File: src/rtl/uart_baud_ctrl_if.sv
// -----------------------------------------------------------------------------
// uart_baud_ctrl_if
//   Bundles the control and tick signals of the baud-tick scheduler.
//   master : the side that enables ticking, reports TX activity and offers
//            new rate settings (UART core or bench).
//   slave  : the scheduler itself.
//
//   en         enable tick generation
//   busy_tx    TX frame in flight; rate changes are deferred while high
//   cfg_valid  new phase increment offered
//   cfg_inc    phase increment (0 = stop)
//   cfg_ready  offer accepted when cfg_valid && cfg_ready at a clock edge
//   tick_os    one-cycle oversample pulse
//   tick_mid   one-cycle pulse at the middle of each bit
//   tick_bit   one-cycle pulse at each bit boundary
//   active     scheduler is running (state other than IDLE)
//   cur_inc    increment currently in force
// -----------------------------------------------------------------------------
interface uart_baud_ctrl_if #(
    parameter int ACC_W = 24
);
    logic             en;
    logic             busy_tx;
    logic             cfg_valid;
    logic [ACC_W-1:0] cfg_inc;
    logic             cfg_ready;
    logic             tick_os;
    logic             tick_mid;
    logic             tick_bit;
    logic             active;
    logic [ACC_W-1:0] cur_inc;

    modport master (
        output en, busy_tx, cfg_valid, cfg_inc,
        input  cfg_ready, tick_os, tick_mid, tick_bit, active, cur_inc
    );

    modport slave (
        input  en, busy_tx, cfg_valid, cfg_inc,
        output cfg_ready, tick_os, tick_mid, tick_bit, active, cur_inc
    );
endinterface

File: src/rtl/uart_baud_ctrl.sv
// -----------------------------------------------------------------------------
// uart_baud_ctrl
//   Programmable baud-tick scheduler. A fractional phase accumulator advances
//   by cur_inc every clock; each carry out of the accumulator is one
//   oversample tick. Every OSR-th tick marks a bit boundary, and the tick
//   half way through the bit marks the mid-bit sampling point.
//   Rate changes offered while a TX frame is in flight are parked in a
//   pending register and applied once the transmitter goes idle.
//
//   clk_in  system clock
//   rst     synchronous reset, active low
//   bus     uart_baud_ctrl_if.slave (control inputs, tick outputs)
// -----------------------------------------------------------------------------
module uart_baud_ctrl #(
    parameter int ACC_W  = 24,
    parameter int OSR    = 16,
    parameter int CLK_HZ = 50_000_000
) (
    input logic             clk_in,
    input logic             rst,
    uart_baud_ctrl_if.slave bus
);
    localparam int CNT_W = $clog2(OSR);

    // The os_cnt wrap relies on OSR being a power of two.
    if (OSR < 4 || (OSR & (OSR - 1)) != 0 || CLK_HZ <= 0) begin : g_param_check
        $error("uart_baud_ctrl: OSR must be a power of two >= 4 and CLK_HZ > 0");
    end

    typedef enum logic [1:0] {
        IDLE = 2'd0,
        RUN  = 2'd1,
        PEND = 2'd2
    } state_t;

    state_t             r_state;
    logic [ACC_W-1:0]   r_acc;
    logic [CNT_W-1:0]   r_os_cnt;
    logic [ACC_W-1:0]   r_cur_inc;
    logic [ACC_W-1:0]   r_pend_inc;
    logic               r_tick_os;
    logic               r_tick_mid;
    logic               r_tick_bit;
    logic               r_active;

    logic [ACC_W:0]     w_sum;
    logic               w_carry;
    logic               w_cfg_ready;
    logic               w_accept;
    logic               w_acc_en;

    assign w_sum       = {1'b0, r_acc} + {1'b0, r_cur_inc};
    assign w_carry     = w_sum[ACC_W];
    assign w_cfg_ready = (r_state != PEND);
    assign w_accept    = bus.cfg_valid && w_cfg_ready;

    // Accumulate on every RUN/PEND edge that is neither a disable nor an
    // apply. Accepting a deferred change (RUN with busy_tx) keeps ticking.
    assign w_acc_en = bus.en &&
                      ((r_state == RUN  && !(w_accept && !bus.busy_tx)) ||
                       (r_state == PEND && bus.busy_tx));

    // NOTE: every register here is assigned with <= so all branches see the
    // pre-edge values; a later assignment in the same edge overrides an
    // earlier one, which is how apply/disable clear what accumulate wrote.
    always_ff @(posedge clk_in) begin
        if (!rst) begin
            r_state    <= IDLE;
            r_acc      <= '0;
            r_os_cnt   <= '0;
            r_cur_inc  <= '0;
            r_pend_inc <= '0;
            r_tick_os  <= 1'b0;
            r_tick_mid <= 1'b0;
            r_tick_bit <= 1'b0;
            r_active   <= 1'b0;
        end else begin
            r_tick_os  <= 1'b0;
            r_tick_mid <= 1'b0;
            r_tick_bit <= 1'b0;

            if (w_acc_en) begin
                r_acc      <= w_sum[ACC_W-1:0];
                r_tick_os  <= w_carry;
                r_tick_bit <= w_carry && (r_os_cnt == CNT_W'(OSR - 1));
                r_tick_mid <= w_carry && (r_os_cnt == CNT_W'(OSR / 2 - 1));
                if (w_carry) begin
                    r_os_cnt <= r_os_cnt + CNT_W'(1);
                end
            end

            case (r_state)
                IDLE: begin
                    r_acc    <= '0;
                    r_os_cnt <= '0;
                    // A config accepted this edge wins; RUN entry is judged
                    // on the registered increment, so it follows one edge later.
                    if (w_accept) begin
                        r_cur_inc <= bus.cfg_inc;
                    end else if (bus.en && r_cur_inc != '0) begin
                        r_state  <= RUN;
                        r_active <= 1'b1;
                    end
                end

                RUN: begin
                    if (!bus.en) begin
                        r_state  <= IDLE;
                        r_active <= 1'b0;
                        r_acc    <= '0;
                        r_os_cnt <= '0;
                    end else if (w_accept && !bus.busy_tx) begin
                        r_cur_inc <= bus.cfg_inc;
                        r_acc     <= '0;
                        r_os_cnt  <= '0;
                        r_state   <= (bus.cfg_inc == '0) ? IDLE : RUN;
                        r_active  <= (bus.cfg_inc != '0);
                    end else if (w_accept) begin
                        r_pend_inc <= bus.cfg_inc;
                        r_state    <= PEND;
                    end
                end

                PEND: begin
                    // Disable still applies the parked value but always lands
                    // in IDLE; otherwise apply once the frame has finished.
                    if (!bus.en || !bus.busy_tx) begin
                        r_cur_inc <= r_pend_inc;
                        r_acc     <= '0;
                        r_os_cnt  <= '0;
                        if (!bus.en || r_pend_inc == '0) begin
                            r_state  <= IDLE;
                            r_active <= 1'b0;
                        end else begin
                            r_state  <= RUN;
                            r_active <= 1'b1;
                        end
                    end
                end

                default: begin
                    r_state  <= IDLE;
                    r_active <= 1'b0;
                    r_acc    <= '0;
                    r_os_cnt <= '0;
                end
            endcase
        end
    end

    assign bus.cfg_ready = w_cfg_ready;
    assign bus.tick_os   = r_tick_os;
    assign bus.tick_mid  = r_tick_mid;
    assign bus.tick_bit  = r_tick_bit;
    assign bus.active    = r_active;
    assign bus.cur_inc   = r_cur_inc;
endmodule
File: src/flat_wrapper.sv
// flat-port wrapper written by rule: the top's interface ports become plain ports
module uart_baud_ctrl_flat 
#(
    parameter int ACC_W  = 24,
    parameter int OSR    = 16,
    parameter int CLK_HZ = 50_000_000
)
  (clk_in, rst, bus_en, bus_busy_tx, bus_cfg_valid, bus_cfg_inc, bus_cfg_ready, bus_tick_os, bus_tick_mid, bus_tick_bit, bus_active, bus_cur_inc);
  uart_baud_ctrl_if #(.ACC_W(ACC_W)) bus_i ();
  input logic clk_in;
  input logic rst;
  input wire logic [$bits(bus_i.en)-1:0] bus_en;
  input wire logic [$bits(bus_i.busy_tx)-1:0] bus_busy_tx;
  input wire logic [$bits(bus_i.cfg_valid)-1:0] bus_cfg_valid;
  input wire logic [$bits(bus_i.cfg_inc)-1:0] bus_cfg_inc;
  output wire logic [$bits(bus_i.cfg_ready)-1:0] bus_cfg_ready;
  output wire logic [$bits(bus_i.tick_os)-1:0] bus_tick_os;
  output wire logic [$bits(bus_i.tick_mid)-1:0] bus_tick_mid;
  output wire logic [$bits(bus_i.tick_bit)-1:0] bus_tick_bit;
  output wire logic [$bits(bus_i.active)-1:0] bus_active;
  output wire logic [$bits(bus_i.cur_inc)-1:0] bus_cur_inc;
  assign bus_i.en = bus_en;
  assign bus_i.busy_tx = bus_busy_tx;
  assign bus_i.cfg_valid = bus_cfg_valid;
  assign bus_i.cfg_inc = bus_cfg_inc;
  assign bus_cfg_ready = bus_i.cfg_ready;
  assign bus_tick_os = bus_i.tick_os;
  assign bus_tick_mid = bus_i.tick_mid;
  assign bus_tick_bit = bus_i.tick_bit;
  assign bus_active = bus_i.active;
  assign bus_cur_inc = bus_i.cur_inc;
  uart_baud_ctrl #(.ACC_W(ACC_W), .OSR(OSR), .CLK_HZ(CLK_HZ)) u_core (.clk_in(clk_in), .rst(rst), .bus(bus_i));
endmodule
File: config.mk
export PLATFORM = sky130hd
export DESIGN_NAME = uart_baud_ctrl_flat
export DESIGN_NICKNAME = d
export VERILOG_FILES = /design/src/rtl/uart_baud_ctrl_if.sv /design/src/rtl/uart_baud_ctrl.sv /design/src/flat_wrapper.sv
export SDC_FILE = /design/constraint.sdc
export NUM_CORES = 1
export LEC_CHECK = 0
export ABC_CLOCK_PERIOD_IN_PS = 2300
export CAP_MARGIN = 20
export CORE_MARGIN = 3
export CORE_UTILIZATION = 30
export DETAILED_ROUTE_END_ITERATION = 8
export HOLD_SLACK_MARGIN = 0.12
export SLEW_MARGIN = 20
export SYNTH_ARGS = -nofsm -noshare
export SYNTH_HDL_FRONTEND = slang
export SYNTH_SLANG_ARGS = --single-unit
File: constraint.sdc
create_clock -name clk_in -period 2.3 [get_ports clk_in]
set_input_delay 0.46 -clock clk_in [delete_from_list [all_inputs] [get_ports clk_in]]
set_output_delay 0.46 -clock clk_in [all_outputs]
set_load 0.03 [all_outputs]
# Yosys cells after proc, flatten, opt, wreduce, memory -nomap -nowiden
# Cells that the tools add are included.
[totals] register_bits=82 latch_bits=0 mem_bits_rw=0 mem_bits_ro=0 inputBits=29 output_inout_bits=29 word_cells=82 mem_count=0
[op_classes] addsub=2 n_mul=0 n_div=0 order_cmp=0 eq_ne=13 shift=0 n_mux=32 bitwise_logic=1 n_reduce_logical=25
[ops] operator="2-to-1 mux 24 bit" count=8
[ops] operator="case mux 24 bit (3 select lines)" count=1
[ops] operator="logical NOT 24 bit" count=2
[ops] operator="case mux 24 bit (2 select lines)" count=1
[ops] operator="nonzero test 24 bit" count=2
[ops] operator="adder 24 x 24 -> 25 bit" count=1
[ops] operator="2-to-1 mux 4 bit" count=5
[ops] operator="2-to-1 mux 2 bit" count=6
[ops] operator="AND reduction 4 bit" count=3
[ops] operator="inequality test 2 bit, second input constant" count=5
[ops] operator="logical AND 1 bit" count=8
[ops] operator="2-to-1 mux 1 bit" count=8
[ops] operator="case mux 4 bit (2 select lines)" count=1
[ops] operator="case mux 2 bit (3 select lines)" count=1
[ops] operator="AND reduction 5 bit" count=1
[ops] operator="adder 4 x 1 -> 4 bit, second input constant" count=1
[ops] operator="== test 4 x 3 -> 1 bit, second input constant" count=1
[ops] operator="== test 4 bit, second input constant" count=1
[ops] operator="inequality test 2 x 1 -> 1 bit, second input constant" count=2
[ops] operator="inequality test 4 x 3 -> 1 bit, second input constant" count=1
[ops] operator="logical NOT 1 bit" count=3
[ops] operator="logical OR 1 bit" count=3
[ops] operator="inequality test 3 bit, second input constant" count=1
[ops] operator="case mux 1 bit (3 select lines)" count=1
[ops] operator="6 further kinds" count=6

# Depth between registers and ports, before layout
[depth] ltp_word=11 depth_mapped=9 depth_no_buf=9

# Worst setup path before layout
# No wires, ideal clock.
[synth_path] kind="flip-flop to flip-flop" start="register u_core.r_cur_inc[0], in the netlist u_core.bus.cur_inc[0]" end="register u_core.r_acc[22]" setup_time_ns=0.072 arrival_ns=2.387 required_ns=2.228 path_slack_ns=-0.158 path_stages_with_launch=10 path_buffers=0 period_less_slack_ns=2.458 path_cell_list="dfxtp_1 > ha_1 > inv_1 > fa_1 > nor2b_1 > o31a_2 > o211ai_4 > a211o_2 > o21ai_0 > mux2i_1"
[synth_between] elab_chain_len=5 word_cells_on_any_way=6 classes_between="add/sub: 1; mux: 5"
[synth_lines] element="start: declaration" line="uart_baud_ctrl.sv:39" rtl="logic [ACC_W-1:0] r_cur_inc;"
[synth_lines] element="start signal: assignment" line="uart_baud_ctrl.sv:99" rtl="r_cur_inc <= bus.cfg_inc;"
[synth_lines] element="start signal: assignment" line="uart_baud_ctrl.sv:113" rtl="r_cur_inc <= bus.cfg_inc;"
[synth_lines] element="start signal: assignment" line="uart_baud_ctrl.sv:128" rtl="r_cur_inc <= r_pend_inc;"
[synth_lines] element="adder 24 x 24 -> 25 bit *" line="uart_baud_ctrl.sv:52" rtl="assign w_sum = {1'b0, r_acc} + {1'b0, r_cur_inc};"
[synth_lines] element="2-to-1 mux 24 bit *" line="uart_baud_ctrl.sv:82" rtl="if (w_acc_en) begin"
[synth_lines] element="2-to-1 mux 24 bit" line="uart_baud_ctrl.sv:112" rtl="end else if (w_accept && !bus.busy_tx) begin"
[synth_lines] element="2-to-1 mux 24 bit" line="uart_baud_ctrl.sv:107" rtl="if (!bus.en) begin"
[synth_lines] element="case mux 24 bit (2 select lines) *" line="uart_baud_ctrl.sv:92" rtl="case (r_state)"
[synth_lines] element="end signal: assignment" line="uart_baud_ctrl.sv:83" rtl="r_acc <= w_sum[ACC_W-1:0];"
[synth_lines] element="end: declaration" line="uart_baud_ctrl.sv:37" rtl="logic [ACC_W-1:0] r_acc;"
# Every way passes the cells marked *; elsewhere a longest branch is shown, timed or not.
# A chain may end at the register's enable or synchronous reset.

# Worst setup path after layout
[layout_path] start="register u_core.r_cur_inc[0], in the netlist u_core.bus.cur_inc[0]" end="register u_core.r_acc[18]"
# Same word-level chain as after synthesis.

==> impl_metrics.ini <==
[outcome]
status = completed

[sta]
fin_hold_ws_ns = 0.439
fmax_mhz = 455
finalSetupTns_ns = 0
layout_setup_ws_ns = 0.101
worstMarginPinSlew_ns = 0.497
finalMaxSlewViolations = 0
fin_crit_ns = 2.20
setup_violations = 0
timing.final.crit_share_pct = 95.6
slew_headroom_pct = 66.6
grt_setup_unrepaired = no
hold_violations = 0
skew_ns = 0.00770

[detailed_routing]
drt-initial-drc-count = 247
wl_per_cell_um = 15.4
viasPerCell = 5.15
post-route-drc-count = 0
vias = 4209
drt_wl_total_um = 12600
antenna_left = 0
dr.pass1.iters = 4

[final_layout]
syn_to_final_growth_pct = 33.9
seqCellArea_sq_um = 1650
nFillCells = 1426
nets = 692
multi_input_area_sq_um = 2740
num_antenna_cells = 0
drive_gt1_share_pct = 16.2

[global_routing]
grt-busiest-layer = met2
overflow = 0
grt_use_met3_pct = 2.13
met1_usage_pct = 21.5
grt_pass1_vias = 4169
antenna_found_initial = 0
grt_max_degree = 40
use_met2_pct = 24.6
track_usage_pct = 15.7
grt_first_pass_wirelength_um = 20600

[pwr]
fin_total_pwr_mw = 5.80
power.share.clock_pct = 24.4
switching_share_pct = 37.5
p_sw_mw = 2.17
static-leakage-power_nw = 2.26
power_frac_seq_pct = 31.1
power.density_nw_per_um2 = 971
power_frac_comb_pct = 44.5
power.internal_mw = 3.62
vdd_ir_drop_max_uv = 383

[worst_setup_path]
cp-end-kind = flop
start_kind = flop
r2r_end = u_core.r_acc[18]
crit_chain = ha_2, inv_1, fa_2, nor2b_2, o31a_2, o211ai_4, a211o_2, buf_4, a21o_1, a21oi_2
crit_slowest_cell = a211o_2
worstPathMaxFanout = 4
crit_required_ns = 2.58
worst-setup-path-type = flop to flop
r2r_cells = 10
crit_start = u_core.bus.cur_inc[0]
critical-path-max-stage-delay_ns = 0.37
regToRegStartpoint = u_core.bus.cur_inc[0]
crit_arrival_ns = 2.48
reg2reg_slack_ns = 0.10

[worst_hold_path]
hold_start = u_core.r_os_cnt[3]
hold_depth = 1
min_path_type = flop to flop
hold_end = u_core.bus.tick_mid

[clock_tree]
tritoncts = built
cts_buffer_depth = 2
ctsHoldBuffers = 0
clk_latency_ns = 0.34
cts_buffers = 9
root_buffer = clkbuf_16
clk_pin_slew_ns = 0.06
htreeDepth = 3
post_cts_buffers = 0
cts.sinks = 82

[place]
dpl_worst_slack_ns = -0.116
dp_hpwl_um = 9910
routabilityCongestion = 0.901
io_buffers = 57

[logic_synthesis]
synth.distinct_cells = 63
synthCells = 531
synth-edff-count = 0
yosysWarnings = 0
yosysSeqAreaShare_pct = 36.8
synth_flop_cell = dfxtp_1
netlist_area_sq_um = 4460
yosys_register_bits = 82
yosysTopAreaCell = dfxtp_1
synth_top_cell_area_share_pct = 36.8
synthTopCellsByArea = dfxtp_1 (37%), ha_1 (8.1%), mux2i_1 (6.5%)
synthesis.nets = 590
syn_avg_cell_area_sq_um = 8.40
async_flop_share_pct = 0

[floorplan]
rows = 43
ios = 58
fp.coreArea_sq_um = 14200
dieWidth_um = 128
start_util_pct = 31.4
die_y_um = 128
die_area_sq_um = 16400

[flow_run]
drv_cap = 0
==> final cells by class <==
cell class                 instances  area share, %
multi-input combinational        414           45.9
sequential                        82           27.6
timing repair buffer             114           17.1
clock buffer                      14           4.75
tap                              180           3.77
inverter                          12          0.754
clock inverter                     1          0.126
==> per-layer routing <==
metal | vias to the layer above | routed length, um
met5 | - | 0
met4 | 0 | 312
met3 | 21 | 438
met2 | 87 | 5620
met1 | 1941 | 6230
li1 | 2160 | -
==> stage by stage <==
step                      std cells  cell area, sq um  util (%)
after CTS                       817              5920      41.6
after global placement          802              5630      39.6
final                           817              5970      42.1
after detailed placement        802              5630      39.6
after floorplan                 531              4470         -
after global routing            817              5970      42.1
==> Yosys cell counts, types with 5 or more instances <==
library cell / instances
o21a_1: 12
nand4_1: 5
nor4_1: 17
nor2_1: 47
mux2i_1: 29
a211oi_1: 30
buf_2: 5
o21ai_0: 20
a21oi_1: 50
dfxtp_1: 82
nand3_1: 9
clkbuf_1: 14
a21o_1: 7
nor3_1: 18
ha_1: 29
nand2_1: 73
inv_1: 11
==> worst max-delay path by stage <==
stage,end,slack (ns)
floorplan,u_core.r_acc[22],0.02
global placement,u_core.bus.tick_os,-0.06
detailed placement,u_core.bus.cur_inc[7],-0.12
CTS,u_core.r_acc[22],0.01
global route,u_core.r_acc[17],0.007
finish,u_core.r_acc[18],0.10
==> worst max-delay path, delay by kind of cell, from the launching register on <==
family | cells | cell delay (ns)
buffers and inverters | 2 | 0.19
flip-flops | 1 | 0.34
AND/OR/NAND/NOR | 1 | 0.14
AO/OA/AOI/OAI | 5 | 0.96
adder cells (fa/ha/maj) | 2 | 0.51
==> layout by cell type, fill, tap and decap left out, types with 17 or more instances in the layout <==
cell,instances
mux2i_1,29
a211oi_1,30
nor3_1,18
clkdlybuf4s50_1,56
dfxtp_1,80
nand2_1,73
nor4_1,17
o21ai_0,19
ha_1,27
a21oi_1,48
nor2_1,46
buf_4,55
==> what timing repair did <==
action                     CTS  global route
pin swaps                    0             6
resized for setup            1            15
setup endpoints to repair    1            14
==> power groups by stage <==
stage	sequential [mW]	clock [mW]	combinational [mW]
final	1.80	1.41	2.58
after global routing	1.83	1.49	2.80
after CTS	1.81	1.44	2.57
after detailed placement	1.83	0	2.56
after global placement	1.83	0	2.53
after floorplan	2.16	0	1.06
==> state kept, by name, summed over array words and instances, names as in the netlist <==
name,flops
u_core.r_os_cnt,4
u_core.bus.tick_os,1
u_core.bus.tick_bit,1
u_core.bus.cur_inc,24
u_core.r_pend_inc,24
u_core.bus.tick_mid,1
u_core.r_acc,24
u_core.r_state,2
u_core.bus.active,1
==> logic make-up (layout without fill, tap and decap cells) <==
kind of cell | after synthesis | after routing | synth area share [%]
compound gates | 147 | 147 | 22.2
simple gates | 202 | 202 | 21.6
flops | 82 | 82 | 36.8
buf+inv | 35 | 141 | 3.14
xor+xnor | 6 | 6 | 1.18
fa+ha+maj | 30 | 30 | 8.58
mux | 29 | 29 | 6.51
Power figures use the tool's default switching activity.
